===== src/rtl/snicker_led_pkg.sv =====
// Shared types and default parameter values for the SnickerBits LED controller.
package snicker_led_pkg;

    typedef enum logic [1:0] {
        LED_OFF   = 2'd0,
        LED_ON    = 2'd1,
        LED_BLINK = 2'd2,
        LED_PWM   = 2'd3
    } led_mode_t;

    localparam int DEF_NUM_LEDS = 4;
    localparam int DEF_TICK_DIV = 100000;
    localparam int DEF_PWM_BITS = 8;
    localparam int DEF_PER_BITS = 16;

endpackage


===== src/rtl/snicker_led_chan.sv =====
// One LED channel: holds its configuration, blink counter/phase and the led flop.
//   mode      | meaning
//   LED_OFF   | led held low
//   LED_ON    | led held high
//   LED_BLINK | led follows phase, toggled every eff_period ticks
//   LED_PWM   | led high while shared pwm_cnt < duty
module snicker_led_chan
    import snicker_led_pkg::*;
#(
    parameter int PWM_BITS = DEF_PWM_BITS,
    parameter int PER_BITS = DEF_PER_BITS
) (
    input  logic                clk_axi,
    input  logic                rst_n,
    input  logic                wr,
    input  logic [1:0]          cfg_mode,
    input  logic [PWM_BITS-1:0] cfg_duty,
    input  logic [PER_BITS-1:0] cfg_period,
    input  logic                tick,
    input  logic [PWM_BITS-1:0] pwm_cnt,
    output logic                led
);

    led_mode_t           mode;
    logic [PWM_BITS-1:0] duty;
    logic [PER_BITS-1:0] period;
    logic [PER_BITS-1:0] cnt;
    logic                phase;
    logic [PER_BITS-1:0] last;
    logic                led_next;

    // A zero period behaves as one tick, so the terminal count is 0 in both cases.
    assign last = (period == '0) ? '0 : period - PER_BITS'(1);

    always_comb begin
        led_next = 1'b0;
        case (mode)
            LED_ON:    led_next = 1'b1;
            LED_BLINK: led_next = phase;
            LED_PWM:   led_next = (pwm_cnt < duty);
            default:   led_next = 1'b0;
        endcase
    end

    always_ff @(posedge clk_axi or negedge rst_n) begin
        if (!rst_n) begin
            mode   <= LED_OFF;
            duty   <= '0;
            period <= '0;
            cnt    <= '0;
            phase  <= 1'b0;
            led    <= 1'b0;
        end else begin
            led <= led_next;
            // A write takes priority over a coincident tick; that tick is dropped.
            if (wr) begin
                mode   <= led_mode_t'(cfg_mode);
                duty   <= cfg_duty;
                period <= cfg_period;
                cnt    <= '0;
                phase  <= (led_mode_t'(cfg_mode) == LED_BLINK);
            end else if (mode == LED_BLINK && tick) begin
                if (cnt == last) begin
                    cnt   <= '0;
                    phase <= ~phase;
                end else begin
                    cnt <= cnt + PER_BITS'(1);
                end
            end
        end
    end

endmodule


===== src/rtl/snicker_led_ctrl.sv =====
// Multi-channel LED controller: shared prescaler and PWM counter, config write decode.
module snicker_led_ctrl
    import snicker_led_pkg::*;
#(
    parameter int NUM_LEDS = DEF_NUM_LEDS,
    parameter int TICK_DIV = DEF_TICK_DIV,
    parameter int PWM_BITS = DEF_PWM_BITS,
    parameter int PER_BITS = DEF_PER_BITS,
    localparam int CHAN_W  = (NUM_LEDS > 1) ? $clog2(NUM_LEDS) : 1
) (
    input  logic                clk_axi,
    input  logic                rst_n,
    input  logic                cfg_valid,
    output logic                cfg_ready,
    input  logic [CHAN_W-1:0]   cfg_chan,
    input  logic [1:0]          cfg_mode,
    input  logic [PWM_BITS-1:0] cfg_duty,
    input  logic [PER_BITS-1:0] cfg_period,
    output logic [NUM_LEDS-1:0] led
);

    localparam int PRE_W = $clog2(TICK_DIV);
    localparam logic [PRE_W-1:0] PRE_LAST = PRE_W'(TICK_DIV - 1);

    logic [PRE_W-1:0]    pre_cnt;
    logic [PWM_BITS-1:0] pwm_cnt;
    logic                tick;

    assign tick = (pre_cnt == PRE_LAST);

    always_ff @(posedge clk_axi or negedge rst_n) begin
        if (!rst_n) begin
            cfg_ready <= 1'b0;
            pre_cnt   <= '0;
            pwm_cnt   <= '0;
        end else begin
            cfg_ready <= 1'b1;
            pre_cnt   <= tick ? '0 : pre_cnt + PRE_W'(1);
            pwm_cnt   <= pwm_cnt + PWM_BITS'(1);
        end
    end

    // Channel indices at or above NUM_LEDS match no strobe, so such writes are dropped.
    for (genvar i = 0; i < NUM_LEDS; i++) begin : g_chan
        logic wr;
        assign wr = cfg_valid && cfg_ready && (cfg_chan == CHAN_W'(i));

        snicker_led_chan #(
            .PWM_BITS(PWM_BITS),
            .PER_BITS(PER_BITS)
        ) u_chan (
            .clk_axi   (clk_axi),
            .rst_n     (rst_n),
            .wr        (wr),
            .cfg_mode  (cfg_mode),
            .cfg_duty  (cfg_duty),
            .cfg_period(cfg_period),
            .tick      (tick),
            .pwm_cnt   (pwm_cnt),
            .led       (led[i])
        );
    end

endmodule


===== config.mk =====
export PLATFORM = sky130hd
export DESIGN_NAME = snicker_led_ctrl
export DESIGN_NICKNAME = d
export VERILOG_FILES = /design/src/rtl/snicker_led_pkg.sv /design/src/rtl/snicker_led_chan.sv /design/src/rtl/snicker_led_ctrl.sv
export SDC_FILE = /design/constraint.sdc
export NUM_CORES = 1
export LEC_CHECK = 0
export ABC_AREA = 1
export CAP_MARGIN = 25
export CORE_MARGIN = 2
export CORE_UTILIZATION = 40
export CTS_CLUSTER_DIAMETER = 30
export DETAILED_ROUTE_END_ITERATION = 10
export PLACE_DENSITY = 0.55
export SYNTH_ARGS = -nofsm -noshare
export SYNTH_HDL_FRONTEND = slang
export SYNTH_SLANG_ARGS = --single-unit

===== constraint.sdc =====
create_clock -name clk_axi -period 3.2 [get_ports clk_axi]
set_clock_uncertainty 0.2 [all_clocks]
set_input_delay 0.48 -clock clk_axi [delete_from_list [all_inputs] [get_ports clk_axi]]
set_output_delay 0.48 -clock clk_axi [all_outputs]
set_load 0.01 [all_outputs]

# == Yosys cells after proc, flatten, opt, wreduce, memory -nomap -nowiden ==
# Index checks and enable logic that the tools add are counted.
# totals
register_bits,202
in_bits,31
output_inout_bits,5
word_cells,125
# classes
n_addsub,10
n_lt_le_gt_ge,4
n_eq_ne,21
mux,33
n_bitwise,4
n_reduce_logical,26
# op_table
op,n
16-bit 2-to-1 mux,16
16-bit by 1-bit adder with 16-bit output (second input constant),4
16-bit equality test,4
16-bit zero test,4
16-bit by 1-bit subtractor with 16-bit output (second input constant),4
8-bit < comparator,4
2-bit equality test (second input constant),11
17-bit by 1-bit adder with 17-bit output (second input constant),1
17-bit equality test (second input constant),1
17-bit 2-to-1 mux,1
2-bit nonzero test,8
1-bit 2-to-1 mux,12
1-bit case mux with 3 select lines,4
2-bit by 1-bit equality test with 1-bit output (second input constant),5
1-bit logical AND,9
8-bit by 1-bit adder with 8-bit output (second input constant),1
2-bit AND reduction,4
1-bit inverter,4
2-bit zero test,1

# == Logic depth before layout (Yosys ltp) ==
# Gate-level depths: netlist (run 1).
# logic_depth
word_depth,6
depth_mapped,18
mapped_depth_nobuf,18

# == Cells and area by module ==
# A second synthesis (run 1) with hierarchy kept.
# hier_totals
hier_cells,1815
hier_area_um2,13080.0
# modules_own_cells
module,n_inst,cells_each,area_per_inst_um2
snicker_led_chan,4,409,2921.6
snicker_led_ctrl,1,179,1393.8

# == Worst setup path before layout (run 1) ==
# OpenSTA, ideal clock, no wires.
# synth_timing
kind,register -> register
start,register g_chan[0].u_chan.period[0]
end,register g_chan[0].u_chan.cnt[4]
arrival_ns,1.973
slack_ns,0.902
stages_incl_launch_ff,16
synth_period_minus_slack_ns,2.298
path_cell_list,dfrtp_1 -> inv_1 -> ha_1 -> nand2_1 -> nor2_1 -> nand2_2 -> buf_6 -> nand2_2 -> nand2_1 -> a21oi_2 -> nand2_1 -> nor2_1 -> nand3_2 -> nand2_4 -> buf_12 -> o22ai_2
# synth_via
elab_chain_cells,6
word_cells_on_any_way,7
# synth_lines
element,line,rtl
"start, declared",snicker_led_chan.sv:26,logic [PER_BITS-1:0] period;
"start signal, assigned",snicker_led_chan.sv:59,period <= cfg_period;
16-bit by 1-bit subtractor with 16-bit output or 16-bit zero test (tied branches),snicker_led_chan.sv:33,assign last = (period == '0) ? '0 : period - PER_BITS'(1);
16-bit 2-to-1 mux (*),snicker_led_chan.sv:33,
16-bit equality test (*),snicker_led_chan.sv:63,if (cnt == last) begin
16-bit 2-to-1 mux (*),snicker_led_chan.sv:63,
16-bit 2-to-1 mux (*),snicker_led_chan.sv:62,end else if (mode == LED_BLINK && tick) begin
16-bit 2-to-1 mux (*),snicker_led_chan.sv:56,if (wr) begin
"end signal, assigned",snicker_led_chan.sv:67,cnt <= cnt + PER_BITS'(1);
"end, declared",snicker_led_chan.sv:27,logic [PER_BITS-1:0] cnt;
# Every way passes the cells marked *; elsewhere a longest branch is shown, timed or not. The select of a mux whose other input is x is not followed.
# A chain may end at the register's enable or synchronous reset.

# == Worst setup path in the final report (run 1) ==
# layout_timing
start,register g_chan[0].u_chan.period[0]
end,register g_chan[0].u_chan.phase
# layout_via
elab_chain_cells,5
word_cells_on_any_way,6
# layout_lines
element,line,rtl
16-bit by 1-bit subtractor with 16-bit output or 16-bit zero test (tied branches),snicker_led_chan.sv:33,
16-bit 2-to-1 mux (*),snicker_led_chan.sv:33,
16-bit equality test (*),snicker_led_chan.sv:63,
2-bit nonzero test (no source line) (*),-,
2-bit AND reduction (no source line) (*),-,
"end signal, assigned",snicker_led_chan.sv:61,phase <= (led_mode_t'(cfg_mode) == LED_BLINK);
"end signal, assigned",snicker_led_chan.sv:65,phase <= ~phase;
"end, declared",snicker_led_chan.sv:28,logic phase;
# Every way passes the cells marked *; elsewhere a longest branch is shown, timed or not.

==> results of run 1 <==
[worst max-delay path: cells and delay by family (launching register included)]
| family | cells | cell delay, ps |
|---|---|---|
| and+or+nand+nor | 13 | 1650 |
| DFF | 1 | 350 |
| adders and majority gates | 1 | 260 |
| buffers and inverters | 1 | 150 |
[power breakdown]
part	internal (uW)	switching, uW	leakage (uW)
sequential	2910	344	0.00259
clock	4080	1720	0.000961
combinational	744	1240	0.00410
total	7730	3310	0.00765
[what timing repair did]
action	in CTS	in global routing
endpoints found under the setup margin	0	1
hold buffers	1	0
hold endpoints to repair	61	0
setup buffers	0	0
gates resized for setup	0	1
[through the flow]
stage | cells | util
CTS | 2342 | 0.489
floorplan | 1787 | -
detailed placement | 2234 | 0.427
global route | 2342 | 0.489
global placement | 2234 | 0.427
finish | 2342 | 0.489
[cell usage after synthesis]
library cell    n  area [sq um]
o22ai_1         6          37.5
buf_2          12          60.1
inv_2           3          11.3
clkbuf_1       19          71.3
nand2_2         9          56.3
xnor2_1         1          8.76
a21boi_0        1          7.51
buf_6           8          90.1
a21o_1          3          22.5
or2_1           1          6.26
nor2_2         21           131
nor2_4          6          67.6
nor3_2          2          20.0
nand3_1       174           871
clkinv_1        3          11.3
a21oi_1        31           155
ha_1           38           475
nand2_1       513          1930
conb_1          1          3.75
or2_2           4          25.0
and3_1          1          6.26
nor3_1         16          80.1
buf_12          3          60.1
o22ai_2        40           500
o21ai_1         2          10.0
o21bai_1        6          45.0
buf_4           6          45.0
xor2_1         34           298
o211ai_1        4          30.0
nand3b_1       12          90.1
inv_1         238           893
buf_8           1          15.0
dfrtp_1       202          5050
buf_1           4          15.0
and2_1          4          25.0
a31oi_1         1          6.26
nor2_1        131           492
nand3_2         4          40.0
nand2_4         7          78.8
a21oi_2         3          26.3
nand4_1        71           444
nor4_1          5          31.3
o21ai_0       136           681
[registers in the layout, indices dropped and copies added, names as in the netlist]
signal / cells
g_chan.u_chan.duty: 32
pwm_cnt: 8
g_chan.u_chan.phase: 4
pre_cnt: 17
g_chan.u_chan.cnt: 64
g_chan.u_chan.led: 4
g_chan.u_chan.period: 64
g_chan.u_chan.mode: 8
cfg_ready: 1
[worst max-delay path by stage]
stage,to,slack [ps],start
floorplan,g_chan[0].u_chan.cnt[4],900,g_chan[0].u_chan.period[0]
global placement,g_chan[0].u_chan.phase,450,g_chan[0].u_chan.period[0]
detailed placement,g_chan[0].u_chan.phase,380,g_chan[0].u_chan.period[0]
CTS,g_chan[0].u_chan.phase,350,g_chan[0].u_chan.period[0]
global route,g_chan[0].u_chan.phase,130,g_chan[0].u_chan.period[0]
finish,g_chan[0].u_chan.phase,450,g_chan[0].u_chan.period[0]
[metal layers]
layer  routed length [microns]  vias up  track usage
met5                         0        -            0
met4                       883        0       0.0797
met3                      1300       55       0.0366
met2                     15500      183        0.338
met1                     15800     5442        0.271
li1                          -     5971            -
[area by class of cell]
type	instances	area [sq um]	share of cell area
well taps	442	553	0.0350
inverters	244	916	0.0580
multi-input cells	1288	6720	0.426
repair buffers	59	563	0.0357
flip-flops and latches	202	5050	0.320
clock buffers	72	1530	0.0971
clock inverters	35	448	0.0284
[logic make-up after synthesis]
| group | share of synthesized area |
|---|---|
| XOR/XNOR | 0.0235 |
| buffers and inverters | 0.0977 |
| flip-flops | 0.388 |
| adder cells (fa/ha/maj) | 0.0365 |
| AO/OA/AOI/OAI | 0.117 |
| other | 0.000288 |
| AND/OR/NAND/NOR | 0.337 |
==> results.py, run 1 <==
metrics = {
    "global_route": {
        "grt_pass1_wl_microns": 56500,
        "grt_pass1_vias": 11600,
        "grt_overflow": 0,
        "antenna_found_initial": 0,
        "track_usage": 0.206,
        "grt_max_degree": 67,
    },
    "floorplan": {
        "die_h_microns": 184,
        "num_io_pins": 36,
        "start_util": 0.403,
        "core_area_sq_um": 32300,
        "rows": 66,
        "die_w_microns": 184,
        "dieArea_sq_um": 34000,
    },
    "place": {
        "dpl.hpwl_microns": 24700,
        "io_buffers": 35,
        "place_congestion": 0.874,
        "place_area_sq_um": 13800,
        "dp_slack_ps": 381,
    },
    "pwr": {
        "power_density_nw_per_um2": 699,
        "power.leakage_uw": 0.00765,
        "irDropWorstVdd_mv": 0.483,
        "power_uw": 11000,
    },
    "critical_path": {
        "path_max_fanout": 32,
        "slowest_stage": "dfrtp_1",
        "cp.required_ps": 3470,
        "reg2regPathDepth": 15,
        "critPathKind": "register to register",
        "crit_top_cell": "nand2_1",
        "max_stage_delay_ps": 350,
        "end_kind": "register",
        "timing.rr.start": "g_chan[0].u_chan.period[0]",
        "arrival_ps": 3010,
        "regToRegSetupSlack_ps": 450,
        "crit_chain": "inv_1 -> ha_1 -> nand2_1 -> nor2_1 -> nand2_4 -> nand3_1 -> nand2_1 -> nor2_1 -> nand2_1 -> nor2_1 -> nand3_2 -> nand2_4 -> nand2_1 -> nand2_1 -> nand2_1",
        "critPathLaunchType": "register",
        "r2r_end": "g_chan[0].u_chan.phase",
    },
    "yosys": {
        "avgSynthCellArea_sq_um": 7.29,
        "yosys_warnings": 0,
        "synthCells": 1787,
        "synth_nets": 1856,
        "ys_seq_area_frac": 0.388,
        "synth_seq_cells": 202,
        "synth_area_sq_um": 13000,
        "ys_types": 43,
    },
    "drt": {
        "wire_per_inst_microns": 14.3,
        "postRouteAntennaNets": 0,
        "viasPerCell": 4.97,
        "drcViolationCount": 0,
        "vias": 11700,
        "drt-pass1-iter-count": 5,
        "wl_microns": 33500,
        "drtIter0Drc": 667,
    },
    "cells_and_area": {
        "fin_nets": 1921,
        "areaGrowthSynthToFinish_pct": 21.2,
        "layout-drive-gt1-share": 0.117,
        "design_area_sq_um": 15800,
        "mostFrequentLayoutCells": "513 x nand2_1, 238 x inv_1, 202 x dfrtp_1, 172 x nand3_1, 136 x o21ai_0",
        "final_common_cell": "nand2_1",
        "antenna-diode-count": 0,
        "fillers": 3162,
    },
    "run": {
        "maxCapViolCount": 0,
    },
    "timing": {
        "period_needed_ps": 2750,
        "finalHoldViolCount": 0,
        "setup_viol": 0,
        "slew_viol_final": 0,
        "tns_ps": 0,
        "finalCritPeriodShare": 0.858,
        "worst_slack_ps": 455,
        "holdWs_ps": 252,
        "rsz0062_at_grt": "no",
        "max_freq_ghz": 0.364,
        "worst_slew_pin_slew_ps": 541,
        "max_slew_margin": 0.639,
    },
    "hold_path": {
        "whs_endpoint": "pre_cnt[0]",
        "holdCritPathClass": "register to register",
        "min_delay_path_depth": 1,
        "hp-start": "pre_cnt[0]",
    },
    "status": {
        "status": "finished clean",
    },
    "clock_tree": {
        "cts_sinks": 202,
        "path_clk_slew_ps": 40,
        "ctsLongestPathBuffers": 3,
        "cts-root-buf": "clkbuf_16",
        "numCtsBuffers": 57,
        "cts_tree": "built",
        "insertion_delay_ps": 590,
        "htree_levels": 2,
    },
}
(Power assumes the default switching activity.)
==> inputs of run 2 (changes only) <==
- MAX_ROUTING_LAYER: not set -> met4
==> run 2 against run 1 <==
  * Non-clock buffer count did not move
  * Critical path type unchanged
  * Worst setup slack lost 16 ps
  * Global-route usage increased by 0.63 points
  * First-iteration DRC count fell by 6.1%
  * Total power about the same
  * Count of clock-buffer cells in the layout is the same
==> results.py, run 2 (same netlist as run 1, synthesis figures left out) <==
metrics = {
    "clock_tree": {
        "htree_levels": 2,
        "cts_tree": "built",
        "insertion_delay_ps": 590,
        "cts-root-buf": "clkbuf_16",
        "ctsLongestPathBuffers": 3,
        "cts_sinks": 202,
        "path_clk_slew_ps": 40,
        "numCtsBuffers": 57,
    },
    "pwr": {
        "power_uw": 11000,
        "power.leakage_uw": 0.00765,
        "irDropWorstVdd_mv": 0.483,
        "power_density_nw_per_um2": 699,
    },
    "timing": {
        "slew_viol_final": 0,
        "max_freq_ghz": 0.362,
        "finalHoldViolCount": 0,
        "finalCritPeriodShare": 0.863,
        "tns_ps": 0,
        "setup_viol": 0,
        "rsz0062_at_grt": "no",
        "period_needed_ps": 2760,
        "max_slew_margin": 0.649,
        "worst_slew_pin_slew_ps": 525,
    },
    "drt": {
        "viasPerCell": 4.99,
        "wl_microns": 33400,
        "drtIter0Drc": 626,
        "drcViolationCount": 0,
        "postRouteAntennaNets": 0,
        "wire_per_inst_microns": 14.2,
        "drt-pass1-iter-count": 5,
        "vias": 11700,
    },
    "place": {
        "io_buffers": 35,
        "place_area_sq_um": 13800,
        "place_inst": 2234,
        "place_congestion": 0.889,
        "dpl.hpwl_microns": 24700,
    },
    "critical_path": {
        "slowest_stage": "dfrtp_1",
        "path_buf_inv": 1,
        "path_max_fanout": 32,
        "critPathKind": "register to register",
        "crit_chain": "inv_1 -> ha_1 -> nand2_1 -> nor2_1 -> nand2_4 -> nand3_1 -> nand2_1 -> nor2_1 -> nand2_1 -> nor2_1 -> nand3_2 -> nand2_4 -> nand2_1 -> nand2_1 -> nand2_1",
        "arrival_ps": 3030,
        "cp.required_ps": 3470,
        "max_stage_delay_ps": 350,
        "critPathLaunchType": "register",
        "end_kind": "register",
        "crit_family": "simple AND/OR/NAND/NOR gates",
        "crit_top_cell": "nand2_1",
    },
    "floorplan": {
        "start_util": 0.403,
        "rows": 66,
        "die_w_microns": 184,
        "dieArea_sq_um": 34000,
        "core_area_sq_um": 32300,
        "num_io_pins": 36,
        "die_h_microns": 184,
    },
    "cells_and_area": {
        "layout-drive-gt1-share": 0.117,
        "seq_area_sq_um": 5050,
        "areaGrowthSynthToFinish_pct": 21.2,
        "multi_input_area_sq_um": 6720,
        "top_regs": "g_chan.u_chan.cnt x64, g_chan.u_chan.period x64, g_chan.u_chan.duty x32",
        "fin_cells": 2342,
        "antenna-diode-count": 0,
        "fin_nets": 1921,
        "design_area_sq_um": 15800,
        "fillers": 3162,
        "mostFrequentLayoutCells": "513 x nand2_1, 238 x inv_1, 202 x dfrtp_1, 172 x nand3_1, 136 x o21ai_0",
        "fin_util": 0.489,
        "final_common_cell": "nand2_1",
    },
    "hold_path": {
        "holdCritPathClass": "register to register",
    },
    "global_route": {
        "grt_max_degree": 67,
        "grt_overflow": 0,
        "antenna_found_initial": 0,
        "grt_pass1_vias": 11600,
        "track_usage": 0.213,
        "grt_pass1_wl_microns": 56600,
    },
    "run": {
        "maxCapViolCount": 0,
    },
    "status": {
        "status": "finished clean",
    },
}
## run 2: cell counts in the layout (fill, tap and decap cells not counted)
Identical to the previous run, type by type.
## run 2: per-stage QoR
stage                     hold WS, ps  setup WS, ps
after floorplan                 -15.6           902
after global placement            242           452
after detailed placement          250           381
after CTS                         247           352
after global routing              280           128
final                             252           439
## run 2: final timing paths
path,startpoint,endpoint,slack (ps),cells past startpoint
hold reg to reg,pre_cnt[0],pre_cnt[0],250,1
max in group asynchronous,rst_n,g_chan[3].u_chan.period[4],1880,3
hold / removal,pre_cnt[0],pre_cnt[0],250,1
setup / recovery,g_chan[0].u_chan.period[0],g_chan[0].u_chan.phase,440,15
setup reg to reg,g_chan[0].u_chan.period[0],g_chan[0].u_chan.phase,440,15
min in group asynchronous,rst_n,pre_cnt[14],260,2
## run 2: worst register-to-register path: cells and delay by family (launching register included)
family / cells / cell delay (ps)
adder cells (fa/ha/maj): 1 / 280
buffers and inverters: 1 / 150
flip-flops: 1 / 350
AND/OR/NAND/NOR: 13 / 1680
## run 2: timing repair
item	4_1_cts	5_1_grt
setup buffers	0	0
endpoints found under the setup margin	0	1
hold buffers	1	0
gates resized for setup	0	1
hold endpoints to repair	61	0
## run 2: final cells by class
cell class | instances | share of cell area
Multi-Input combinational cell | 1288 | 0.426
Sequential cell | 202 | 0.320
Clock buffer | 72 | 0.0971
Inverter | 244 | 0.0580
Timing Repair Buffer | 59 | 0.0357
Tap cell | 442 | 0.0350
Clock inverter | 35 | 0.0284
## run 2: routing by layer
layer,track usage,routed length [microns],part of all wire,vias to the layer above
met4,0.0794,888,0.027,0
met1,0.273,15600,0.47,5453
met3,0.0356,1450,0.044,60
met2,0.338,15500,0.46,207
met5,-,0,0,-
li1,-,-,-,5972
## run 2: where the power goes
part           total (uW)  internal [uW]  leakage (uW)  switching, uW
logic                1990            744       0.00410           1240
registers            3250           2910       0.00259            344
clock network        5800           4080      0.000961           1720
==> inputs of run 3 (changes only) <==
- CAP_MARGIN: 25 -> not set
==> results of run 3 <==
No change in the layout: final DEF, timing and power equal those of run 2.
